<file path="src/rtl/fc_readout_ctrl.sv">
// Capture/readout controller for the frequency counter: queues counter results in a small FIFO
// and exposes the FIFO, status and control through the iomem bus slave.
module fc_readout_ctrl #(
  parameter int unsigned SIG_BITS   = 32,
  parameter int unsigned SYS_BITS   = 32,
  parameter int unsigned DEPTH_LOG2 = 2,
  parameter int unsigned EPOCH_BITS = 8,
  parameter logic [7:0]  BASE_HI    = 8'h03
) (
  input  logic                clk,
  input  logic                resetn,
  input  logic                fc_ready,
  input  logic [SYS_BITS-1:0] fc_ref_sys_cnt,
  input  logic [SIG_BITS-1:0] fc_sig_cnt,
  input  logic [SYS_BITS-1:0] fc_sig_sys_cnt,
  input  logic                iomem_valid,
  output logic                iomem_ready,
  input  logic [3:0]          iomem_wstrb,
  input  logic [31:0]         iomem_addr,
  input  logic [31:0]         iomem_wdata,
  output logic [31:0]         iomem_rdata,
  output logic                irq
);

  localparam int unsigned Depth = 2 ** DEPTH_LOG2;
  localparam int unsigned LvlW  = DEPTH_LOG2 + 1;

  localparam logic [7:0] OffStatus = 8'h20;
  localparam logic [7:0] OffCtrl   = 8'h24;
  localparam logic [7:0] OffRef    = 8'h28;
  localparam logic [7:0] OffSig    = 8'h2C;
  localparam logic [7:0] OffSigSys = 8'h30;
  localparam logic [7:0] OffPop    = 8'h34;

  typedef logic [DEPTH_LOG2-1:0] ptr_t;
  typedef logic [LvlW-1:0]       lvl_t;

  logic [SYS_BITS-1:0]   ref_mem    [Depth];
  logic [SIG_BITS-1:0]   sig_mem    [Depth];
  logic [SYS_BITS-1:0]   sigsys_mem [Depth];
  logic [EPOCH_BITS-1:0] epoch_mem  [Depth];

  ptr_t                  wr_ptr_q, wr_ptr_d, rd_ptr_q, rd_ptr_d;
  lvl_t                  level_q, level_d;
  logic [7:0]            drop_q, drop_d;
  logic [EPOCH_BITS-1:0] epoch_q, epoch_d;
  logic                  en_q, en_d, irq_en_q, irq_en_d, irq_q, irq_d;
  logic                  ready_q;
  logic [31:0]           rdata_q, rdata_d, rd_val;

  logic [7:0] off;
  logic       mapped, claim, is_rd, ctrl_wr, flush, pop, push, drop, empty, full;
  logic       unused_bits;

  assign off         = iomem_addr[7:0];
  assign unused_bits = ^{iomem_addr[23:8], iomem_wdata[31:3]};
  assign mapped      = off inside {OffStatus, OffCtrl, OffRef, OffSig, OffSigSys, OffPop};
  assign claim       = iomem_valid && !ready_q && (iomem_addr[31:24] == BASE_HI) && mapped;
  assign is_rd       = claim && (iomem_wstrb == 4'b0000);
  assign ctrl_wr     = claim && (off == OffCtrl) && iomem_wstrb[0];
  assign flush       = ctrl_wr && iomem_wdata[2];
  assign empty       = (level_q == '0);
  assign full        = (level_q == lvl_t'(Depth));
  assign pop         = is_rd && (off == OffPop) && !empty;
  // A pop in the same cycle frees the slot, so a full FIFO still accepts the sample.
  assign push        = fc_ready && en_q && !flush && (!full || pop);
  assign drop        = fc_ready && en_q && !flush && full && !pop;

  always_comb begin
    wr_ptr_d = wr_ptr_q;
    rd_ptr_d = rd_ptr_q;
    level_d  = level_q;
    drop_d   = drop_q;
    epoch_d  = epoch_q;
    en_d     = en_q;
    irq_en_d = irq_en_q;
    if (fc_ready) epoch_d = epoch_q + EPOCH_BITS'(1);
    if (ctrl_wr) begin
      en_d     = iomem_wdata[0];
      irq_en_d = iomem_wdata[1];
    end
    if (flush) begin
      wr_ptr_d = '0;
      rd_ptr_d = '0;
      level_d  = '0;
      drop_d   = '0;
    end else begin
      if (push) wr_ptr_d = wr_ptr_q + ptr_t'(1);
      if (pop)  rd_ptr_d = rd_ptr_q + ptr_t'(1);
      case ({push, pop})
        2'b10:   level_d = level_q + lvl_t'(1);
        2'b01:   level_d = level_q - lvl_t'(1);
        default: level_d = level_q;
      endcase
      if (drop && (drop_q != 8'hFF)) drop_d = drop_q + 8'd1;
    end
    irq_d = irq_en_d && (level_d != '0);
  end

  always_comb begin
    rd_val = '0;
    case (off)
      OffStatus: begin
        rd_val[LvlW-1:0] = level_q;
        rd_val[16]       = empty;
        rd_val[17]       = full;
        rd_val[31:24]    = drop_q;
      end
      OffCtrl:   rd_val = {30'b0, irq_en_q, en_q};
      OffRef:    if (!empty) rd_val = 32'(ref_mem[rd_ptr_q]);
      OffSig:    if (!empty) rd_val = 32'(sig_mem[rd_ptr_q]);
      OffSigSys: if (!empty) rd_val = 32'(sigsys_mem[rd_ptr_q]);
      OffPop: begin
        if (!empty) begin
          rd_val[EPOCH_BITS-1:0] = epoch_mem[rd_ptr_q];
          rd_val[31]             = 1'b1;
        end
      end
      default:   rd_val = '0;
    endcase
    rdata_d = is_rd ? rd_val : '0;
  end

  always_ff @(posedge clk) begin
    if (push) begin
      ref_mem[wr_ptr_q]    <= fc_ref_sys_cnt;
      sig_mem[wr_ptr_q]    <= fc_sig_cnt;
      sigsys_mem[wr_ptr_q] <= fc_sig_sys_cnt;
      epoch_mem[wr_ptr_q]  <= epoch_q;
    end
  end

  always_ff @(posedge clk) begin
    if (!resetn) begin
      wr_ptr_q <= '0;
      rd_ptr_q <= '0;
      level_q  <= '0;
      drop_q   <= '0;
      epoch_q  <= '0;
      en_q     <= 1'b1;
      irq_en_q <= 1'b0;
      irq_q    <= 1'b0;
      ready_q  <= 1'b0;
      rdata_q  <= '0;
    end else begin
      wr_ptr_q <= wr_ptr_d;
      rd_ptr_q <= rd_ptr_d;
      level_q  <= level_d;
      drop_q   <= drop_d;
      epoch_q  <= epoch_d;
      en_q     <= en_d;
      irq_en_q <= irq_en_d;
      irq_q    <= irq_d;
      ready_q  <= claim;
      rdata_q  <= rdata_d;
    end
  end

  assign iomem_ready = ready_q;
  assign iomem_rdata = rdata_q;
  assign irq         = irq_q;

endmodule

</file>
<file path="config.mk">
export PLATFORM = sky130hd
export DESIGN_NAME = fc_readout_ctrl
export DESIGN_NICKNAME = d
export VERILOG_FILES = /design/src/rtl/fc_readout_ctrl.sv
export SDC_FILE = /design/constraint.sdc
export NUM_CORES = 1
export LEC_CHECK = 0
export ABC_AREA = 1
export ABC_CLOCK_PERIOD_IN_PS = 11000
export CAP_MARGIN = 15
export CORE_UTILIZATION = 31
export CTS_CLUSTER_SIZE = 40
export DETAILED_ROUTE_END_ITERATION = 10
export PLACE_DENSITY_LB_ADDON = 0.25
export SYNTH_ARGS = -nofsm -noshare
export SYNTH_HDL_FRONTEND = slang
export SYNTH_SLANG_ARGS = --single-unit
</file>
<file path="constraint.sdc">
create_clock -name clk -period 11 [get_ports clk]
set_input_delay 2.2 -clock clk [delete_from_list [all_inputs] [get_ports clk]]
set_output_delay 2.2 -clock clk [all_outputs]
set_load 0.05 [all_outputs]
</file>
==> impl_results.md, run 1 <==
* Layout area overhead at 22.4%
* Master cell of the clock root buffer: sky130_fd_sc_hd__clkbuf_16
* Count of max-cap constraint violations at 0
* Global-route wire length before repair at 70000 µm
* Data arrival time of the worst path at 6.16 ns
* Number of buffers inserted during clock tree synthesis at 51
* Slowest stage cell on the critical path: sky130_fd_sc_hd__nor2_1
* Routability congestion estimate at 0.772
* Die outline area at 60200 µm²
* Antenna diodes at 0
* CP Buf/Inv Count at 3
* Status: complete, no violations
* Detailed router's first-iteration violation count at 819
* Via count of the first global-routing pass at 11394
* Number of nets produced by synthesis at 1613
* Grt met1 use at 20.9%
* Count of final max-slew check failures at 0
* Count of different cell masters after synthesis at 42
* Clock tree from TritonCTS: yes
* Final Routed Wirelength at 46700 µm
* Number of iterations in the first detailed-routing pass at 5
* Peak supply drop at 0.000110 V
* Antenna-violating nets left at 0
* Fraction of layout cells with a size suffix above 1 at 8.12%
* Relative slew slack at 24.3%
* Peak Freq at 168 MHz
* Number of gates resized after CTS at 0
* Post-DP HPWL at 26000 µm
* Count of vias placed by the detailed router at 11646
* Routed wirelength normalized by instance count at 19.5 µm
* Synth Flop Type: sky130_fd_sc_hd__edfxtp_1
* Mapped Avg Cell Area at 12.8 µm²
* Vertical die dimension at 245 µm
* Number of flops mapped to enable cells by yosys at 416
* Library cell with the highest instance count after synthesis: sky130_fd_sc_hd__edfxtp_1
* Largest delay contributor family on the critical path: simple AND/OR/NAND/NOR gates
* Commonest cells in the netlist: sky130_fd_sc_hd__edfxtp_1, sky130_fd_sc_hd__nor2_1, sky130_fd_sc_hd__o21ai_0
* Largest net degree at the start of global routing at 126
* Cell types with the largest area share after synthesis: sky130_fd_sc_hd__edfxtp_1, sky130_fd_sc_hd__dfxtp_1, sky130_fd_sc_hd__o21ai_0, sky130_fd_sc_hd__nor2_1, sky130_fd_sc_hd__o22ai_1
* CTS clock-pin slew for the worst setup and hold paths at 0.06 ns
* Die outline width at 245 µm
* Power density of the placed cells at 176 nW/µm²
* Total global-route track usage at 15.5%
* Met3 usage in global routing at 2.95%
* Critical path class: input pin to register
* Clock latency reported for the late side of the worst-skew pair at 0.59 ns
* Count of final hold-check violations at 0
* Kind of start point of the critical path: input pin
* Core Util, Final at 38.7%
* Leakage power summed over all cells at 7.37 nW
* Setup violation total in the final timing report at 0
* Crit-path max cell delay at 0.88 ns
* Antenna violations before repair at 5
* Area leader, netlist: sky130_fd_sc_hd__edfxtp_1
* Number of hold buffers added after cts at 0
* DR DRC count at 0
* Number of instances in the synthesized netlist at 1438
* Ys Warns at 0
* Crit-path cells: clkdlybuf4s50_1 > nor2_4 > nand2_2 > nor2_1 > nor2_1 > nand3_2 > nand3_2 > inv_2 > o21bai_1 > nor2_4 > buf_12
* Worst-case clock skew at 0.0168 ns
* Worst slack after detailed placement at 4.41 ns
* Kind of capture point of the worst setup path: register
* Hold Crit Class: register to register
* Placeable Area at 58100 µm²
* Maximum clock path buffer count at 3
* Depth of the CTS H-tree at 2
* Highest net fanout along the worst path at 83
* Fraction of synthesized cell area taken by the top area cell type at 68.0%
* Buffer count from post-CTS setup fixing at 0
* # clock sinks at 477
* Port bufs at 156
* Part of the Yosys area used for sequential elements at 74.6%
* Fin nets at 1759
* Final Cycle Share at 54.1%
* WHS at 0.441 ns
* Top-level port count at 202
* Required time worst endpoint at 11.21 ns
* Standard-cell row count at 88
* Worst path setup slack after routing at 5.05 ns
* Initial Util at 31.6%
* Cell area after technology mapping at 18400 µm²
* Busiest metal layer after global routing: met2
* Average vias per placed instance at 4.87
* Register-to-register setup slack at 7.63 ns
* Minimum clock period after layout at 5.95 ns
* Proportion of synthesized flip-flops having asynchronous set or reset at 0%
* Number of storage elements in the synthesis netlist at 477
* Unrepaired setup endpoints after global routing: no
* Total congestion overflow at 0
* Total negative setup slack at 0 ns
* Worst Tran Pin Value at 1.13 ns
* Met2 usage in global routing at 25.0%
==> metal layers <==
metal / wire (µm) / up-vias
met4: 965 / 10
met2: 22000 / 299
met5: 59 / -
li1: - / 5541
met1: 21100 / 5715
met3: 2540 / 81
==> area by class of cell <==
cell class / instances / area [µm²]
multi-input cells: 832 / 4190
repair buffers: 173 / 1730
flip-flops and latches: 477 / 13700
clock inverters: 18 / 221
fillers: 5512 / 35700
inverters: 49 / 193
well taps: 765 / 957
clock buffers: 77 / 1470
==> cell usage in the layout (no fill, tap or decap), types with 2 or more instances in the layout <==
| cell | count |
|---|---|
| sky130_fd_sc_hd__nor3_2 | 2 |
| sky130_fd_sc_hd__dfxtp_4 | 2 |
| sky130_fd_sc_hd__nand2_1 | 114 |
| sky130_fd_sc_hd__clkbuf_1 | 19 |
| sky130_fd_sc_hd__a32o_1 | 6 |
| sky130_fd_sc_hd__clkdlybuf4s50_1 | 156 |
| sky130_fd_sc_hd__ha_1 | 6 |
| sky130_fd_sc_hd__nor2_1 | 270 |
| sky130_fd_sc_hd__o22ai_1 | 98 |
| sky130_fd_sc_hd__clkbuf_16 | 53 |
| sky130_fd_sc_hd__buf_4 | 14 |
| sky130_fd_sc_hd__edfxtp_1 | 416 |
| sky130_fd_sc_hd__a31oi_2 | 5 |
| sky130_fd_sc_hd__clkbuf_8 | 5 |
| sky130_fd_sc_hd__inv_2 | 3 |
| sky130_fd_sc_hd__buf_12 | 3 |
| sky130_fd_sc_hd__nor2_4 | 9 |
| sky130_fd_sc_hd__nor3b_1 | 3 |
| sky130_fd_sc_hd__a21oi_1 | 25 |
| sky130_fd_sc_hd__a31oi_1 | 3 |
| sky130_fd_sc_hd__nand2_2 | 4 |
| sky130_fd_sc_hd__nor3_1 | 7 |
| sky130_fd_sc_hd__a221oi_1 | 8 |
| sky130_fd_sc_hd__bufinv_16 | 5 |
| sky130_fd_sc_hd__inv_1 | 43 |
| sky130_fd_sc_hd__nand3_2 | 2 |
| sky130_fd_sc_hd__xor2_1 | 3 |
| sky130_fd_sc_hd__clkinv_2 | 10 |
| sky130_fd_sc_hd__dfxtp_1 | 59 |
| sky130_fd_sc_hd__a41oi_2 | 5 |
| sky130_fd_sc_hd__nor2_2 | 3 |
| sky130_fd_sc_hd__nand4_1 | 5 |
| sky130_fd_sc_hd__a41oi_1 | 2 |
| sky130_fd_sc_hd__clkinv_1 | 2 |
| sky130_fd_sc_hd__nand3_1 | 27 |
| sky130_fd_sc_hd__o21ai_0 | 214 |
==> logic make-up after synthesis <==
family                   count (synthesis)  share of synthesized area [%]
AO/OA/AOI/OAI                          371                           11.8
XOR/XNOR                                 3                          0.143
multiplexers                             1                         0.0545
buffers and inverters                  129                           2.75
AND/OR/NAND/NOR                        450                           10.1
flip-flops                             477                           74.6
adder cells (fa/ha/maj)                  7                          0.518
==> power by group <==
part	internal, mW	total (mW)	switching, mW
registers	2.05	2.06	0.0156
clock network	1.04	1.72	0.681
logic	0.0647	0.171	0.106
total	3.15	3.95	0.802
==> path summary, 6_finish.rpt <==
path                     to  cells after the start     startpoint
max          ref_mem[0][13]                     11  iomem_addr[1]
min                register                      1    rd_ptr_q[1]
max reg2reg  iomem_rdata[2]                      7       register
min reg2reg        register                      1    rd_ptr_q[1]
==> stage by stage <==
step	power [mW]	area (µm²)	cells
final	3.95	22500	2391
after global routing	4.08	22500	2391
after CTS	4.00	22500	2391
after detailed placement	2.28	20800	2296
after global placement	2.27	20800	2296
after floorplan	2.18	18400	1438
==> flip-flops by register name (all words and copies together), names as in the netlist, 3 cells and up, named ones only <==
| signal | flops |
|---|---|
| drop_q | 8 |
| epoch_mem | 32 |
| epoch_q | 8 |
| iomem_rdata | 32 |
| level_q | 3 |
| ref_mem | 128 |
| sig_mem | 128 |
| sigsys_mem | 128 |
No activity file was read; power rests on OpenSTA's default activity.
==> run 2: changes to the inputs <==
--- a/config.mk
+++ b/config.mk
@@ -6,7 +6,7 @@
 export NUM_CORES = 1
 export LEC_CHECK = 0
 export ABC_AREA = 1
-export ABC_CLOCK_PERIOD_IN_PS = 11000
+export ABC_CLOCK_PERIOD_IN_PS = 5400
 export CAP_MARGIN = 15
 export CORE_UTILIZATION = 31
 export CTS_CLUSTER_SIZE = 40
==> constraint.sdc (replaced) <==
create_clock -name clk -period 5.4 [get_ports clk]
set_input_delay 1.08 -clock clk [delete_from_list [all_inputs] [get_ports clk]]
set_output_delay 1.08 -clock clk [all_outputs]
set_load 0.05 [all_outputs]
==> impl_results.md, run 2 (synthesis gave the netlist of run 1 again) <==
* Data arrival time of the worst path at 4.16 ns
* Sum of met2 wire segment lengths after detailed routing at 22500 µm
* Global-route wire length before repair at 70400 µm
* Relative slew slack at 26.9%
* Slowest stage cell on the critical path: sky130_fd_sc_hd__nor2_4
* Power density of the placed cells at 357 nW/µm²
* Final Routed Wirelength at 47200 µm
* Leading cell type in the layout, fill and taps excluded: sky130_fd_sc_hd__edfxtp_1
* Worst Tran Pin Value at 1.09 ns
* Count of final max-slew check failures at 0
* Initial Util at 31.6%
* Critical path class: input pin to register
* CTS clock-pin slew for the worst setup and hold paths at 0.06 ns
* Highest Signal Layer: met5
* Core Util, Final at 38.9%
* FF-to-FF path depth at 9
* Pwr Total at 8.09 mW
* Top-level port count at 202
* Layout area overhead at 23.1%
* Vertical die dimension at 245 µm
* Port bufs at 156
* Peak Freq at 257 MHz
* Proportion of total power due to net switching at 20.1%
* Die outline width at 245 µm
* Crit-path max cell delay at 0.70 ns
* Post-route insts no fill at 2395
* # clock sinks at 477
* Kind of start point of the critical path: input pin
* Number of iterations in the first detailed-routing pass at 5
* DR DRC count at 0
* Post-DP HPWL at 26200 µm
* Commonest cells after routing, fill and taps aside: sky130_fd_sc_hd__edfxtp_1, sky130_fd_sc_hd__nor2_1, sky130_fd_sc_hd__o21ai_0, sky130_fd_sc_hd__clkdlybuf4s50_1, sky130_fd_sc_hd__nand2_1
* Share of total power in combinational logic at 4.5%
* Crit-path cells: clkdlybuf4s50_1 > nor2_1 > nand2_2 > nor2_1 > buf_4 > nor2_1 > nand3_2 > nand4_1 > nand2_1 > o21bai_1 > nor2_4 > buf_4
* Count of final hold-check violations at 0
* Die outline area at 60200 µm²
* Routed metal-1 wirelength at 21000 µm
* Number of hold buffers added after cts at 0
* Fraction of power consumed by the clock network at 43.5%
* Cell Count Post-Placement at 2302
* Via count of the first global-routing pass at 11422
* Minimum clock period after layout at 3.89 ns
* Count of max-cap constraint violations at 0
* WHS at 0.427 ns
* Total congestion overflow at 0
* Count of vias placed by the detailed router at 11687
* Total negative setup slack at 0 ns
* Highest net fanout along the worst path at 14
* Number of gates resized after CTS at 0
* Largest net degree at the start of global routing at 209
* Fin nets at 1764
* Largest regs: ref_mem (128), sig_mem (128), sigsys_mem (128)
* Final Cycle Share at 72.1%
* Standard-cell row count at 88
* Fraction of layout cells with a size suffix above 1 at 8.90%
* Antenna-violating nets left at 0
* Required time worst endpoint at 5.66 ns
* Total met3 wirelength after detailed routing at 2730 µm
* Average vias per placed instance at 4.88
* Setup violation total in the final timing report at 0
* Leakage power summed over all cells at 7.45 nW
* Antenna diodes at 0
* Placeable Area at 58100 µm²
* Routed wirelength normalized by instance count at 19.7 µm
* Worst-case clock skew at 0.0139 ns
* Routability congestion estimate at 0.755
* Antenna violations before repair at 2
* P_sw at 1.62 mW
* Internal Pwr Total at 6.46 mW
* Sequential power share at 52.0%
* Clock tree from TritonCTS: yes
* Master cell of the clock root buffer: sky130_fd_sc_hd__clkbuf_16
* Peak supply drop at 0.000205 V
* Cell seen most often among critical-path stages: sky130_fd_sc_hd__nor2_1
* Status: complete, no violations
* Total global-route track usage at 15.5%
* Number of buffers inserted during clock tree synthesis at 50
* Depth of the CTS H-tree at 2
* Unrepaired setup endpoints after global routing: no
* Worst hold path stage count at 1
* Clock latency reported for the late side of the worst-skew pair at 0.58 ns
* Detailed router's first-iteration violation count at 734
* Hold Crit Class: register to register
* Buffer count from post-CTS setup fixing at 0
* Kind of capture point of the worst setup path: register
* Maximum clock path buffer count at 3
==> run 2: cell count changes in the layout (fill, tap and decap cells not counted), sizes merged <==
| cell | previous run | this run |
|---|---|---|
| clkbuf | 77 | 70 |
| buf | 17 | 23 |
| clkinv | 12 | 16 |
| bufinv | 5 | 6 |
==> run 2: final timing paths <==
path,start,to,slack [ns]
max reg2reg,level_q[0],sigsys_mem[2][9],2.23
max,iomem_addr[3],sigsys_mem[2][9],1.51
min reg2reg,rd_ptr_q[1],register,0.43
min,rd_ptr_q[1],register,0.43
==> run 2: per-layer routing <==
metal | track usage, % | up-vias
li1 | - | 5554
met1 | 20.7 | 5769
met2 | 25.5 | 293
met3 | 2.74 | 67
met4 | 4.62 | 4
met5 | 0 | -
==> run 2: through the flow <==
step                area, µm²  setup slack, ns
CTS                     22600             1.55
global route            22600             1.37
finish                  22600             1.51
global placement        20900            0.968
detailed placement      20900            0.931
floorplan               18400            -1.66
==> run 2: area by class of cell <==
type	count	area, µm²
Fill cell	5561	35500
Sequential cell	477	13700
Multi-Input combinational cell	832	4190
Timing Repair Buffer	179	1850
Clock buffer	70	1450
Tap cell	765	957
Clock inverter	23	265
Inverter	49	193
==> run 2: power by group through the flow <==
stage | Combinational [mW] | Sequential, mW | Clock, mW
floorplan | 0.143 | 4.30 | 0
global placement | 0.361 | 4.28 | 0
detailed placement | 0.367 | 4.28 | 0
CTS | 0.369 | 4.21 | 3.61
global route | 0.397 | 4.22 | 3.75
finish | 0.363 | 4.21 | 3.52
==> run 2: critical path, delay by kind of cell <==
kind                   cells  cell delay (ns)
buffers and inverters      3             1.08
and+or+nand+nor            8             1.52
AOI/OAI and AO/OA          1             0.45
==> run 3: changes to the inputs <==
--- a/config.mk
+++ b/config.mk
@@ -6,7 +6,7 @@
 export NUM_CORES = 1
 export LEC_CHECK = 0
 export ABC_AREA = 1
-export ABC_CLOCK_PERIOD_IN_PS = 5400
+export ABC_CLOCK_PERIOD_IN_PS = 3950
 export CAP_MARGIN = 15
 export CORE_UTILIZATION = 31
 export CTS_CLUSTER_SIZE = 40
==> constraint.sdc (replaced) <==
create_clock -name clk -period 3.95 [get_ports clk]
set_input_delay 0.79 -clock clk [delete_from_list [all_inputs] [get_ports clk]]
set_output_delay 0.79 -clock clk [all_outputs]
set_load 0.05 [all_outputs]
==> impl_results.md, run 3 (synthesis gave the netlist of run 1 again) <==
* Vertical die dimension at 245 µm
* Finished Cell Area at 22800 µm²
* Master cell of the clock root buffer: sky130_fd_sc_hd__clkbuf_16
* Post-DP HPWL at 27200 µm
* WHS at 0.440 ns
* Relative slew slack at 29.2%
* Antenna-violating nets left at 0
* Count of vias placed by the detailed router at 11782
* Standard-cell row count at 88
* Power density of the placed cells at 492 nW/µm²
* Detailed router's first-iteration violation count at 764
* Total global-route track usage at 15.5%
* Multi-input gate area in the final layout at 4190 µm²
* Layout area overhead at 23.9%
* Buffer count from post-CTS setup fixing at 0
* Count of max-cap constraint violations at 0
* Unrepaired setup endpoints after global routing: no
* Count of final hold-check violations at 0
* Clock tree from TritonCTS: yes
* Setup violation total in the final timing report at 0
* # clock sinks at 477
* Routability congestion estimate at 0.761
* Antenna violations before repair at 7
* Highest net fanout along the worst path at 12
* Placeable Area at 58100 µm²
* Final Cycle Share at 83.4%
* Number of iterations in the first detailed-routing pass at 6
* Sequential power share at 51.4%
* Maximum clock path buffer count at 3
* Status: complete, no violations
* Fraction of layout cells with a size suffix above 1 at 9.15%
* Kind of capture point of the worst setup path: register
* Worst-case clock skew at 0.00923 ns
* Peak Freq at 304 MHz
* Kind of start point of the critical path: input pin
* Number of hold buffers added after cts at 0
* Total congestion overflow at 0
* Number of gates resized after CTS at 0
* Fraction of power consumed by the clock network at 44.2%
* Clock latency reported for the late side of the worst-skew pair at 0.59 ns
* P_sw at 2.29 mW
* Commonest cells after routing, fill and taps aside: sky130_fd_sc_hd__edfxtp_1, sky130_fd_sc_hd__nor2_1, sky130_fd_sc_hd__o21ai_0, sky130_fd_sc_hd__clkdlybuf4s50_1, sky130_fd_sc_hd__nand2_1
* Number of buffers inserted during clock tree synthesis at 52
* Sequential cell area in the final layout at 13700 µm²
* Largest net degree at the start of global routing at 167
* Count of final max-slew check failures at 0
* Global-route wire length before repair at 70500 µm
* DR DRC count at 0
* Via count of the first global-routing pass at 11632
* Internal Pwr Total at 8.90 mW
* Data arrival time of the worst path at 3.57 ns
* Critical path class: input pin to register
* Die outline area at 60200 µm²
* Total negative setup slack at 0 ns
* Hold Crit Class: register to register
* Largest regs: ref_mem (128), sig_mem (128), sigsys_mem (128)
* Port bufs at 156
* CTS clock-pin slew for the worst setup and hold paths at 0.05 ns
* Worst Tran Pin Value at 1.06 ns
* Cell area reported after detailed placement at 21000 µm²
* Final Routed Wirelength at 47200 µm
* Share of total power in combinational logic at 4.5%
* Proportion of total power due to net switching at 20.5%
* Top-level port count at 202
* Leakage power summed over all cells at 7.49 nW
* Number of fill cells at 5527
* Die outline width at 245 µm
* Required time worst endpoint at 4.23 ns
* Initial Util at 31.6%
* Peak supply drop at 0.000302 V
* Routed wirelength normalized by instance count at 19.6 µm
* Average vias per placed instance at 4.90
* Minimum clock period after layout at 3.29 ns
* Depth of the CTS H-tree at 2
* Leading cell type in the layout, fill and taps excluded: sky130_fd_sc_hd__edfxtp_1
* Fin nets at 1774
run 3: cell count changes in the layout (fill, tap and decap cells not counted), moves of 2 or more:
cell	before	now
sky130_fd_sc_hd__clkinv_1	3	5
sky130_fd_sc_hd__clkbuf_8	10	2
sky130_fd_sc_hd__clkinvlp_4	0	3
sky130_fd_sc_hd__clkbuf_1	9	11
sky130_fd_sc_hd__clkinv_2	13	9
sky130_fd_sc_hd__buf_12	9	12
sky130_fd_sc_hd__buf_4	14	19
sky130_fd_sc_hd__clkbuf_16	51	54
run 3: layer usage:
layer / wire [µm] / part of all wire, % / global-route usage (%)
met5: 72 / 0.15 / 0
met4: 943 / 2.0 / 4.11
met3: 2560 / 5.4 / 3.20
met2: 22300 / 47 / 25.4
met1: 21300 / 45 / 20.7
run 3: cell type report:
type	instances	share of cell area (%)
flip-flops and latches	477	60.3
repair buffers	187	8.54
multi-input cells	832	18.4
diodes	1	0.0110
clock inverters	27	1.45
inverters	49	0.841
well taps	765	4.21
clock buffers	67	6.24
run 3: final timing paths:
check           startpoint             to  slack (ns)  cells after the start
min            rd_ptr_q[1]       register        0.44                      1
max          iomem_addr[4]  ref_mem[0][8]        0.66                     12
min reg2reg    rd_ptr_q[1]       register        0.44                      1
max reg2reg     level_q[0]  ref_mem[0][8]        0.97                      9
run 3: worst max-delay path: stages:
cell and delay, ns:
sky130_fd_sc_hd__clkdlybuf4s50_1 0.43, sky130_fd_sc_hd__nand2_1 0.08, sky130_fd_sc_hd__inv_1 0.04, sky130_fd_sc_hd__nand2_1 0.12, sky130_fd_sc_hd__nor2_1 0.11, sky130_fd_sc_hd__nor2_1 0.17
sky130_fd_sc_hd__nand3_2 0.15, sky130_fd_sc_hd__nand4_1 0.19, sky130_fd_sc_hd__nand2_1 0.17, sky130_fd_sc_hd__o21bai_1 0.45, sky130_fd_sc_hd__nor2_4 0.52, sky130_fd_sc_hd__buf_4 0.32
run 3: per-stage QoR:
step	setup slack (ns)	util [%]	instances	total power, mW
floorplan	-1.11	-	1438	6.06
global placement	0.0833	36.1	2310	6.35
detailed placement	0.0912	36.1	2310	6.36
CTS	0.702	39.1	2404	11.3
global route	0.436	39.1	2405	11.6
finish	0.657	39.1	2405	11.2
run 3: power by group through the flow:
stage / Clock, mW / Sequential [mW] / Combinational (mW)
5_1_grt: 5.25 / 5.76 / 0.551
3_5_place_dp: 0 / 5.85 / 0.511
4_1_cts: 5.07 / 5.75 / 0.513
3_3_place_gp: 0 / 5.85 / 0.502
6_report: 4.94 / 5.75 / 0.503
2_1_floorplan: 0 / 5.87 / 0.197
